`config.mk`:
```
export PLATFORM = sky130hd
export DESIGN_NAME = hazard_control_unit
export DESIGN_NICKNAME = d
export VERILOG_FILES = /design/src/rtl/hazard_control_unit.sv
export SDC_FILE = /design/constraint.sdc
export NUM_CORES = 1
export LEC_CHECK = 0
export BUFFER_PORTS_ARGS = -buffer_cell sky130_fd_sc_hd__buf_2
export CAP_MARGIN = 20
export CORE_MARGIN = 5
export CORE_UTILIZATION = 51
export DETAILED_ROUTE_END_ITERATION = 10
export PLACE_DENSITY = 0.81
export RECOVER_POWER = 100
export SYNTH_ARGS = -nofsm -noshare
export SYNTH_HDL_FRONTEND = slang
export SYNTH_SLANG_ARGS = --single-unit
```
`constraint.sdc`:
```
create_clock -name clk -period 2.6 [get_ports clk]
set_input_delay 0.65 -clock clk [delete_from_list [all_inputs] [get_ports clk]]
set_output_delay 0.65 -clock clk [all_outputs]
set_load 0.005 [all_outputs]
```
`src/rtl/hazard_control_unit.sv`:
```
// Pipeline hazard sequencer: load-use bubbles, branch flushes and multi-cycle MDU freeze/drain
// with a timeout abort. It also keeps the stall and flush performance counters.
module hazard_control_unit #(
  parameter int MDU_TIMEOUT = 64,
  parameter int CNT_W       = 32
) (
  input  logic             clk,
  input  logic             rst_n,
  input  logic [4:0]       if_id_rs1,
  input  logic [4:0]       if_id_rs2,
  input  logic             if_id_use_rs1,
  input  logic             if_id_use_rs2,
  input  logic [4:0]       id_ex_rd,
  input  logic             id_ex_MemRead,
  input  logic             ex_branch_taken,
  input  logic             ex_mdu_valid,
  input  logic             mdu_done,
  output logic             pc_write,
  output logic             if_id_write,
  output logic             if_id_flush,
  output logic             id_ex_write,
  output logic             id_ex_flush,
  output logic             ex_mem_bubble,
  output logic             mdu_start,
  output logic             mdu_abort,
  output logic             mdu_error,
  output logic [CNT_W-1:0] stall_cycles,
  output logic [CNT_W-1:0] flush_count,
  output logic             dbg_state
);

  localparam int TW = (MDU_TIMEOUT > 2) ? $clog2(MDU_TIMEOUT) : 1;
  localparam logic [TW-1:0] TMO_LAST = TW'(MDU_TIMEOUT - 1);

  typedef enum logic {
    RUN      = 1'b0,
    MDU_WAIT = 1'b1
  } state_t;

  state_t           r_state;
  state_t           w_state_next;
  logic [TW-1:0]    r_tmo_cnt;
  logic [TW-1:0]    w_tmo_next;
  logic             r_mdu_error;
  logic             w_set_error;
  logic             w_flush_inc;
  logic             w_load_use;
  logic [CNT_W-1:0] r_stall_cycles;
  logic [CNT_W-1:0] r_flush_count;

  assign w_load_use = id_ex_MemRead && (id_ex_rd != 5'd0) &&
                      (((id_ex_rd == if_id_rs1) && if_id_use_rs1) ||
                       ((id_ex_rd == if_id_rs2) && if_id_use_rs2));

  // Priority in RUN: branch squashes everything, then MDU launch, then load-use.
  always_comb begin
    pc_write      = 1'b1;
    if_id_write   = 1'b1;
    if_id_flush   = 1'b0;
    id_ex_write   = 1'b1;
    id_ex_flush   = 1'b0;
    ex_mem_bubble = 1'b0;
    mdu_start     = 1'b0;
    mdu_abort     = 1'b0;
    w_state_next  = r_state;
    w_tmo_next    = r_tmo_cnt;
    w_set_error   = 1'b0;
    w_flush_inc   = 1'b0;
    case (r_state)
      RUN: begin
        if (ex_branch_taken) begin
          if_id_flush = 1'b1;
          id_ex_flush = 1'b1;
          w_flush_inc = 1'b1;
        end else if (ex_mdu_valid) begin
          mdu_start     = 1'b1;
          pc_write      = 1'b0;
          if_id_write   = 1'b0;
          id_ex_write   = 1'b0;
          ex_mem_bubble = 1'b1;
          w_state_next  = MDU_WAIT;
          w_tmo_next    = '0;
        end else if (w_load_use) begin
          pc_write    = 1'b0;
          if_id_write = 1'b0;
          id_ex_flush = 1'b1;
        end
      end
      MDU_WAIT: begin
        if (mdu_done) begin
          w_state_next = RUN;
        end else if (r_tmo_cnt == TMO_LAST) begin
          // Abort: let the MDU instruction retire as a NOP and resume.
          mdu_abort     = 1'b1;
          ex_mem_bubble = 1'b1;
          w_set_error   = 1'b1;
          w_state_next  = RUN;
        end else begin
          pc_write      = 1'b0;
          if_id_write   = 1'b0;
          id_ex_write   = 1'b0;
          ex_mem_bubble = 1'b1;
          w_tmo_next    = r_tmo_cnt + TW'(1);
        end
      end
      default: w_state_next = RUN;
    endcase
  end

  always_ff @(posedge clk or negedge rst_n) begin
    if (!rst_n) begin
      r_state        <= RUN;
      r_tmo_cnt      <= '0;
      r_mdu_error    <= 1'b0;
      r_stall_cycles <= '0;
      r_flush_count  <= '0;
    end else begin
      r_state   <= w_state_next;
      r_tmo_cnt <= w_tmo_next;
      if (w_set_error) r_mdu_error <= 1'b1;
      if (!pc_write)   r_stall_cycles <= r_stall_cycles + CNT_W'(1);
      if (w_flush_inc) r_flush_count  <= r_flush_count + CNT_W'(1);
    end
  end

  assign mdu_error    = r_mdu_error;
  assign stall_cycles = r_stall_cycles;
  assign flush_count  = r_flush_count;
  assign dbg_state    = r_state;

endmodule

```
==> results.md, run 1 <==
* Mapped Cells at 322
* Synth cell count leaders: 72 x dfrtp_1, 41 x xor2_1, 34 x nand2_1, 34 x xnor2_1, 23 x nor2_1
* Layout cells sized above 1 at 22.4%
* Die Ht at 94.4 um
* Failing checks: capacitance limit, slew limit
* Top cell type's share of synthesized area at 49.6%
* Seq cells post-synth at 72
* Post-route antenna net violation count at 0
* Number of max-cap violations at 1
* Max clock buf depth at 2
* ANT cells at 0
* Relative max-transition margin at -15.4%
* FP Rows at 30
* Clk_skew at 14.0 ps
* Max FO, Critical Path at 10
* Final period utilization at 96.8%
* DIE AREA at 8900 um2
* GRT Total Usage at 17.6%
* Final #Nets at 455
* GRT overflow at 0
* Initial Utilization at 52.8%
* Number of enable flip-flop cells after synthesis at 0
* Post-DP HPWL at 5520 um
* Core area at 6870 um2
* Flop pwr share at 50.0%
* Routed vias at 2772
* Chip width at 94.4 um
* Clk slew on worst S/H paths at 80 ps
* Buffers on Ports at 96
* Largest net degree at the start of global routing at 73
* Final Hold Vio Count at 0
* First-pass GRT wire length at 12400 um
* Synth unique cells at 44
* Pint at 1.92 mW
* Unrepaired setup endpoints after global routing: no
* Vias in the first global route at 2691
* # DRC at 0
* H-tree depth at 3
* Crit path DAT at 1870 ps
* Fillers at 604
* Routability congestion estimate at 0.840
* Net Sw Power at 0.804 mW
* Final Max Tran Viols at 73
* Avg Cell Area, Syn at 11.3 um2
* Layout Cells excl Fill at 530
* Skew-Pair Late Insertion Delay at 340 ps
* Num ports at 97
* Yosys top cell by area: dfrtp_1
* TritonCTS clock tree: yes
* Most common cell in the synthesized netlist: dfrtp_1
* Ys Warns at 0
* CP endpoint kind: output port
* CTS sink cnt at 72
* Clk root buf: clkbuf_8
* WS Path Type: reg -> out
* Cts hold-fix bufs at 0
* Area of the multi-input gates at 1620 um2
* Worst reg2reg path depth at 7
* Asr flop ratio synth at 100%
* Register area share after synthesis at 49.6%
* Min-delay worst type: reg -> reg
* Achievable frequency at 0.397 GHz
* Final setup viols at 0
* Type of origin of the critical path: flop
* Combinational share of power at 16.8%
* LEAKAGE at 2.15 nW
* Sw Ratio at 29.5%
* Synth Cell Area at 3630 um2
* Top area cells in the synthesized netlist: dfrtp_1 50%, xor2_1 9.9%, xnor2_1 8.2%
* Area grow syn2layout at 17.5%
* Drt pass-1 iters at 4
* Peak supply drop at 0.413 mV
* WP data required at 1950 ps
* WL final at 7540 um
* WHS at 476 ps
* Hold depth at 1
* Flip-flop and latch area at 1800 um2
* Vias per cell at 5.23
* Average wire per standard cell at 14.2 um
* Primary FF master, synth: dfrtp_1
* CTS buffer count at 9
* Final min period at 2520 ps
* Status: finished with violations
* Worst Max-Slew Pin Slew at 1730 ps
* Syn_nets at 348
* Total Neg Setup Slack at 0 ps
* Drt first-iter violations at 76
* Initial antenna violation count at 0
* Pwr dens at 639 nW/um2
* Dpl cells at 512
* Clock share of power at 33.1%
cells by family after synthesis:
kind of cell | share of synthesized area (%)
AOI/OAI and AO/OA | 3.00
xor gates and xnor gates | 18.1
adders and majority gates | 1.03
buffers and inverters | 2.72
DFF | 49.6
muxes | 0.896
and+or+nand+nor | 24.6
worst paths after layout:
path | endpoint | slack, ps | startpoint
worst max-delay path | ex_mem_bubble | 80 | dbg_state$_DFF_PN0_
worst min-delay path | flush_count[31]$_DFFE_PN0P_ | 480 | flush_count[31]$_DFFE_PN0P_
worst max register to register | stall_cycles[22]$_DFFE_PN0N_ | 280 | dbg_state$_DFF_PN0_
worst min register to register | flush_count[31]$_DFFE_PN0P_ | 480 | flush_count[31]$_DFFE_PN0P_
max in group asynchronous | flush_count[5]$_DFFE_PN0P_ | 710 | rst_n
min in group asynchronous | stall_cycles[0]$_DFFE_PN0N_ | 850 | rst_n
final cells by class:
class,count,area share (%)
sequential,72,42.3
inverter,9,0.910
clock inverter,6,1.58
tap,96,2.82
timing repair buffer,103,11.3
clock buffer,10,3.23
multi-input combinational,234,37.9
what timing repair did:
action	4_1_cts	5_1_grt
gates resized for setup	0	1
setup endpoints to repair	0	2
setup buffers	0	2
layer usage:
layer | wire length, um | share of wire (%) | vias to the layer above | GRT usage (%)
li1 | - | - | 1318 | -
met5 | 0 | 0 | - | 0
met1 | 3280 | 44 | 1368 | 21.8
met2 | 3740 | 50 | 78 | 29.6
met4 | 109 | 1.4 | 0 | 7.94
met3 | 402 | 5.3 | 8 | 3.51
cell usage in the layout, fill, tap and decap left out, drive strengths merged, types with 2 or more instances in the layout:
| cell | count |
|---|---|
| dfrtp | 72 |
| nand4 | 11 |
| clkinv | 3 |
| xnor2 | 34 |
| xor2 | 41 |
| and2 | 2 |
| and3 | 8 |
| nand3 | 19 |
| a22o | 2 |
| nor4 | 12 |
| o22ai | 2 |
| nor3b | 5 |
| and4 | 3 |
| nor2 | 23 |
| a21oi | 2 |
| clkbuf | 48 |
| ha | 3 |
| nor2b | 2 |
| mux2 | 2 |
| nor3 | 11 |
| nand2 | 34 |
| o21ai | 3 |
| nand3b | 4 |
| clkinvlp | 2 |
| nor4b | 5 |
| buf | 65 |
| inv | 9 |
power groups by stage:
stage | registers [mW] | logic, mW | clock network (mW)
after floorplan | 1.38 | 0.288 | 0
after detailed placement | 1.39 | 0.489 | 0
after global placement | 1.38 | 0.474 | 0
after global routing | 1.38 | 0.521 | 0.971
final | 1.36 | 0.458 | 0.903
after CTS | 1.37 | 0.491 | 0.928
critical path: stages (launching register included):
cell and delay (ps):
dfrtp_1 490, nor3b_1 530, clkbuf_2 260, nor2_1 90
inv_1 60, buf_2 110
sequential cells by signal (all words and copies together) (netlist names):
register / count
r_tmo_cnt: 6
dbg_state: 1
stall_cycles: 32
mdu_error: 1
flush_count: 32
through the flow:
step / setup WS [ps] / utilization [%] / instance area [um2] / power (mW)
6_report: 83.4 / 62.1 / 4260 / 2.72
4_1_cts: 31.5 / 64.4 / 4430 / 2.79
2_1_floorplan: 110 / - / 3630 / 1.66
5_1_grt: 8.03 / 62.1 / 4260 / 2.88
3_5_place_dp: 13.0 / 61.4 / 4220 / 1.88
3_3_place_gp: 42.5 / 61.4 / 4220 / 1.86
Note: power is estimated with default switching activity, not from simulation.
==> inputs of run 2 (changes only) <==
==> constraint.sdc (replaced) <==
create_clock -name clk -period 3.1 [get_ports clk]
set_input_delay 0.775 -clock clk [delete_from_list [all_inputs] [get_ports clk]]
set_output_delay 0.775 -clock clk [all_outputs]
set_load 0.005 [all_outputs]
==> results.md, run 2 (synthesis results as in run 1) <==
* Status: finished with violations
* Failing checks: capacitance limit, slew limit
* Clk_skew at 9.81 ps (-4.16 ps)
* Number of max-cap violations at 1 (unchanged)
* FP Rows at 30 (unchanged)
* Final min period at 2840 ps
* Max FO, Critical Path at 5 (-5)
* Relative max-transition margin at -15.2% (+0.23 points)
* ANT cells at 0 (unchanged)
* Layout cells sized above 1 at 21.2% (-1.1 points)
* Routed vias at 2731 (-1.5%)
* GRT overflow at 0 (unchanged)
* Total Neg Setup Slack at 0 ps (unchanged)
* Final setup margin at 259 ps (+175 ps)
* Dpl cells at 513 (+0.20%)
* DIE AREA at 8900 um2 (unchanged)
* WS Path Type: in -> out
* Clk slew on worst S/H paths at 70 ps (about the same)
* Flop-to-flop setup slack at 500 ps (+220 ps)
* Buffers on Ports at 96 (unchanged)
* Drt first-iter violations at 84 (+11%)
* Most frequent cells in the layout: 72 x dfrtp_1, 64 x buf_2, 41 x xor2_1
* CTS buffer count at 9 (unchanged)
* Vias in the first global route at 2791 (+3.7%)
* Post-route antenna net violation count at 0 (unchanged)
* Achievable frequency at 0.352 GHz
* Min-delay src: flush_count[31]$_DFFE_PN0P_
* Core area at 6870 um2 (unchanged)
* Fillers at 629 (+4.1%)
* CTS resizes at 0 (unchanged)
* Average wire per standard cell at 14.7 um (+3.1%)
* WL final at 7750 um (+2.9%)
* Chip width at 94.4 um (unchanged)
* GRT Total Usage at 18.4% (+0.80 points)
* Pwr dens at 557 nW/um2 (-13%)
* Drt pass-1 iters at 4 (unchanged)
* Commonest non-fill, non-tap cell in the layout: dfrtp_1
* Routability congestion estimate at 0.810 (-3.7%)
* LEAKAGE at 2.14 nW (-0.36%)
* CP endpoint kind: output port
* Worst Max-Slew Pin Slew at 1730 ps (-3.44 ps)
* R2R Path End: flush_count[29]$_DFFE_PN0P_
* CTS sink cnt at 72 (unchanged)
* Vias per cell at 5.16 (-1.3%)
* Worst reg2reg path depth at 6 (-1)
* First-pass GRT wire length at 13000 um (+4.6%)
* Finished Cell Area at 4280 um2 (+0.32%)
* Final setup viols at 0 (unchanged)
* Num ports at 97 (unchanged)
* Skew-Pair Late Insertion Delay at 340 ps (about the same)
* DP Worst Slack at 264 ps (+251 ps)
* Final Hold Vio Count at 0 (unchanged)
* Post-DP HPWL at 5720 um (+3.7%)
* H-tree depth at 3 (unchanged)
* Layout Cells excl Fill at 529 (-0.19%)
* Crit path DAT at 2070 ps (+200 ps)
* Final period utilization at 91.7%
* Worst R2R Start: dbg_state$_DFF_PN0_
* DP Area at 4230 um2 (+0.18%)
* Hold depth at 1 (unchanged)
* Final Max Tran Viols at 31 (-58%)
* Die Ht at 94.4 um (unchanged)
* Peak supply drop at 0.314 mV (-24%)
* Min-delay worst type: reg -> reg
* TritonCTS clock tree: yes
* WHS at 467 ps (-9.44 ps)
* Max clock buf depth at 2 (unchanged)
* Initial Utilization at 52.8% (unchanged)
* Post-CTS Setup Inserts at 0 (unchanged)
* Clk root buf: clkbuf_8
* Unrepaired setup endpoints after global routing: no
* Final #Nets at 454 (-0.22%)
* Cts hold-fix bufs at 0 (unchanged)
* Hold EP: flush_count[31]$_DFFE_PN0P_
* Area grow syn2layout at 17.9%
* Largest net degree at the start of global routing at 43 (-41%)
* WP data required at 2320 ps (+370 ps)
* # DRC at 0 (unchanged)
* Type of origin of the critical path: input port
* Initial antenna violation count at 0 (unchanged)
[run 2: area by class of cell]
| cell class | instances | area (um2) | share of cell area [%] |
|---|---|---|---|
| Sequential cell | 72 | 1800 | 42.1 |
| Multi-Input combinational cell | 234 | 1590 | 37.3 |
| Timing Repair Buffer | 102 | 483 | 11.3 |
| Clock buffer | 12 | 165 | 3.86 |
| Tap cell | 96 | 120 | 2.81 |
| Clock inverter | 4 | 75.1 | 1.75 |
| Inverter | 9 | 38.8 | 0.907 |
[run 2: worst max path at each step]
stage / startpoint / end / depth (start not counted)
3_5_place_dp: id_ex_rd[1] / pc_write / 6
5_1_grt: id_ex_rd[1] / pc_write / 6
6_report: id_ex_rd[1] / pc_write / 6
4_1_cts: id_ex_rd[1] / pc_write / 6
2_1_floorplan: id_ex_rd[1] / pc_write / 6
3_3_place_gp: id_ex_rd[1] / pc_write / 6
[run 2: stage by stage]
| step | utilization, % | total power [mW] |
|---|---|---|
| finish | 62.3 | 2.38 |
| global route | 62.3 | 2.53 |
| CTS | 65.0 | 2.45 |
| detailed placement | 61.5 | 1.59 |
| global placement | 61.5 | 1.56 |
| floorplan | - | 1.40 |
[run 2: critical path, stage by stage]
cell and delay, ps:
clkbuf_1 120, or4_1 520, o21ai_0 150, inv_1 90, a31oi_4 240, buf_2 170
[run 2: power breakdown]
part / switching [mW] / internal, mW
logic: 0.196 / 0.181
clock network: 0.340 / 0.519
registers: 0.113 / 1.03
[run 2: routing by layer]
metal | global-route usage, % | vias to the layer above | wire length (um)
met3 | 3.67 | 8 | 435
met1 | 22.0 | 1330 | 3340
li1 | - | 1315 | -
met2 | 31.9 | 78 | 3890
met4 | 8.30 | 0 | 88
met5 | 0 | - | 0
==> inputs of run 3 (changes only) <==
--- a/config.mk
+++ b/config.mk
@@ -5,7 +5,7 @@
 export SDC_FILE = /design/constraint.sdc
 export NUM_CORES = 1
 export LEC_CHECK = 0
-export BUFFER_PORTS_ARGS = -buffer_cell sky130_fd_sc_hd__buf_2
+export BUFFER_PORTS_ARGS = -buffer_cell sky130_fd_sc_hd__clkbuf_2
 export CAP_MARGIN = 20
 export CORE_MARGIN = 5
 export CORE_UTILIZATION = 51
==> results.md, run 3 (synthesis results as in run 1) <==
* Status: finished with violations
* Failing checks: capacitance limit, slew limit
* Max FO, Critical Path at 5 (unchanged)
* Min-delay worst type: reg -> reg
* Flip-flop and latch area at 1800 um2 (unchanged)
* Chip width at 94.4 um (unchanged)
* DIE AREA at 8900 um2 (unchanged)
* WL final at 7670 um (-1.1%)
* Initial antenna violation count at 0 (unchanged)
* DP Worst Slack at 261 ps (-2.58 ps)
* Largest net degree at the start of global routing at 43 (unchanged)
* Vias per cell at 5.06 (-2.0%)
* Commonest non-fill, non-tap cell in the layout: dfrtp_1
* Number of max-cap violations at 1 (unchanged)
* Final setup viols at 0 (unchanged)
* CTS sink cnt at 72 (unchanged)
* Buffers on Ports at 96 (unchanged)
* Final #Nets at 454 (unchanged)
* Drt pass-1 iters at 4 (unchanged)
* Net Sw Power at 0.638 mW (-1.8%)
* Initial Utilization at 52.8% (unchanged)
* LEAKAGE at 2.09 nW (-2.3%)
* CTS resizes at 0 (unchanged)
* # DRC at 0 (unchanged)
* TritonCTS clock tree: yes
* Die Ht at 94.4 um (unchanged)
* Final min period at 2860 ps (+15.7 ps)
* GRT Total Usage at 17.9% (-0.46 points)
* Achievable frequency at 0.350 GHz (-0.55%)
* Vias in the first global route at 2787 (-0.14%)
* Clock share of power at 32.9% (-3.2 points)
* Area grow syn2layout at 16.6%
* Num ports at 97 (unchanged)
* Pwr dens at 535 nW/um2 (-3.9%)
* Drt first-iter violations at 62 (-26%)
* Final period utilization at 92.2% (+0.51 points)
* Peak supply drop at 0.306 mV (-2.7%)
* Clk root buf: clkbuf_8
* Flop pwr share at 50.7% (+2.6 points)
* CTS buffer count at 9 (unchanged)
* Unrepaired setup endpoints after global routing: no
* Total Neg Setup Slack at 0 ps (unchanged)
* Pint at 1.63 mW (-6.1%)
* Skew-Pair Late Insertion Delay at 330 ps (about the same)
* Total power at 2.27 mW (-4.9%)
* Type of origin of the critical path: input port
* FP Rows at 30 (unchanged)
* Sw Ratio at 28.1% (+0.90 points)
* CP endpoint kind: output port
* Post-route antenna net violation count at 0 (unchanged)
* WS Path Type: in -> out
* WL met2 at 3800 um (-2.3%)
* Post-CTS Setup Inserts at 0 (unchanged)
* Routed wl met3 at 410 um (-5.7%)
* Max clock buf depth at 2 (unchanged)
* H-tree depth at 3 (unchanged)
* Uppermost layer routed: met4
* ANT cells at 0 (unchanged)
* WP data required at 2320 ps (about the same)
* Clk_skew at 8.84 ps (-0.974 ps)
* Crit path DAT at 2080 ps (about the same)
* Routability congestion estimate at 0.798 (-1.4%)
* Area of the multi-input gates at 1590 um2 (unchanged)
* Metal-1 WL at 3360 um (+0.60%)
* Average wire per standard cell at 14.5 um (-1.1%)
* Final Hold Vio Count at 0 (unchanged)
* Final setup margin at 243 ps (-15.7 ps)
* Finished Core Util at 61.6% (-0.67 points)
* First-pass GRT wire length at 12800 um (-1.2%)
* Relative max-transition margin at -16.6% (-1.5 points)
* Cts hold-fix bufs at 0 (unchanged)
* Layout cells sized above 1 at 19.9% (-1.4 points)
* Final Max Tran Viols at 31 (unchanged)
* Most frequent cells in the layout: 72 x dfrtp_1, 60 x clkbuf_2, 42 x clkbuf_1
* Post-DP HPWL at 5700 um (-0.32%)
* Routed vias at 2676 (-2.0%)
* Fillers at 596 (-5.2%)
* Combinational share of power at 16.5% (+0.7 points)
* Clk slew on worst S/H paths at 70 ps (about the same)
* GRT overflow at 0 (unchanged)
* Worst Max-Slew Pin Slew at 1750 ps (+22.1 ps)
* Core area at 6870 um2 (unchanged)
[run 3: cell count changes in the layout (fill, tap and decap cells not counted), moves of 2 or more]
cell and delta:
buf_2 -64, clkinvlp_4 -2, clkbuf_2 +60, clkinv_2 +2, clkbuf_1 +6
[run 3: path summary, 6_finish.rpt]
path,to,slack [ps],cells past startpoint,startpoint
worst max-delay path,pc_write,240,6,id_ex_rd[1]
worst min-delay path,flush_count[31]$_DFFE_PN0P_,460,1,flush_count[31]$_DFFE_PN0P_
worst max register to register,flush_count[29]$_DFFE_PN0P_,540,6,dbg_state$_DFF_PN0_
worst min register to register,flush_count[31]$_DFFE_PN0P_,460,1,flush_count[31]$_DFFE_PN0P_
max in group asynchronous,flush_count[23]$_DFFE_PN0P_,1190,1,rst_n
min in group asynchronous,mdu_error$_DFFE_PN0P_,910,1,rst_n
[run 3: final cells by class]
type / instances / area share [%]
clock buffers: 13 / 3.76
clock inverters: 3 / 0.946
repair buffers: 102 / 11.3
multi-input cells: 234 / 37.7
flip-flops and latches: 72 / 42.6
well taps: 96 / 2.84
inverters: 9 / 0.917
[run 3: power by group through the flow]
| stage | sequential (mW) | clock (mW) | combinational, mW |
|---|---|---|---|
| 2_1_floorplan | 1.15 | 0 | 0.241 |
| 3_3_place_gp | 1.16 | 0 | 0.402 |
| 3_5_place_dp | 1.17 | 0 | 0.416 |
| 4_1_cts | 1.15 | 0.759 | 0.417 |
| 5_1_grt | 1.17 | 0.803 | 0.423 |
| 6_report | 1.15 | 0.745 | 0.373 |
[run 3: stage by stage]
stage	cell area [um2]	cells	hold WS, ps
after global placement	4230	513	453
final	4230	529	465
after detailed placement	4230	513	458
after global routing	4230	529	498
after floorplan	3630	322	465
after CTS	4430	529	470
[run 3: layer usage]
layer,track usage [%],vias up
met5,0,-
met2,31.7,66
met3,3.75,7
met4,5.78,0
li1,-,1306
met1,21.7,1297
[run 3: critical path: stages]
cell and delay [ps]:
clkbuf_2 110, or4_1 510, o21ai_0 160, inv_1 110, a31oi_4 250, clkbuf_2 170
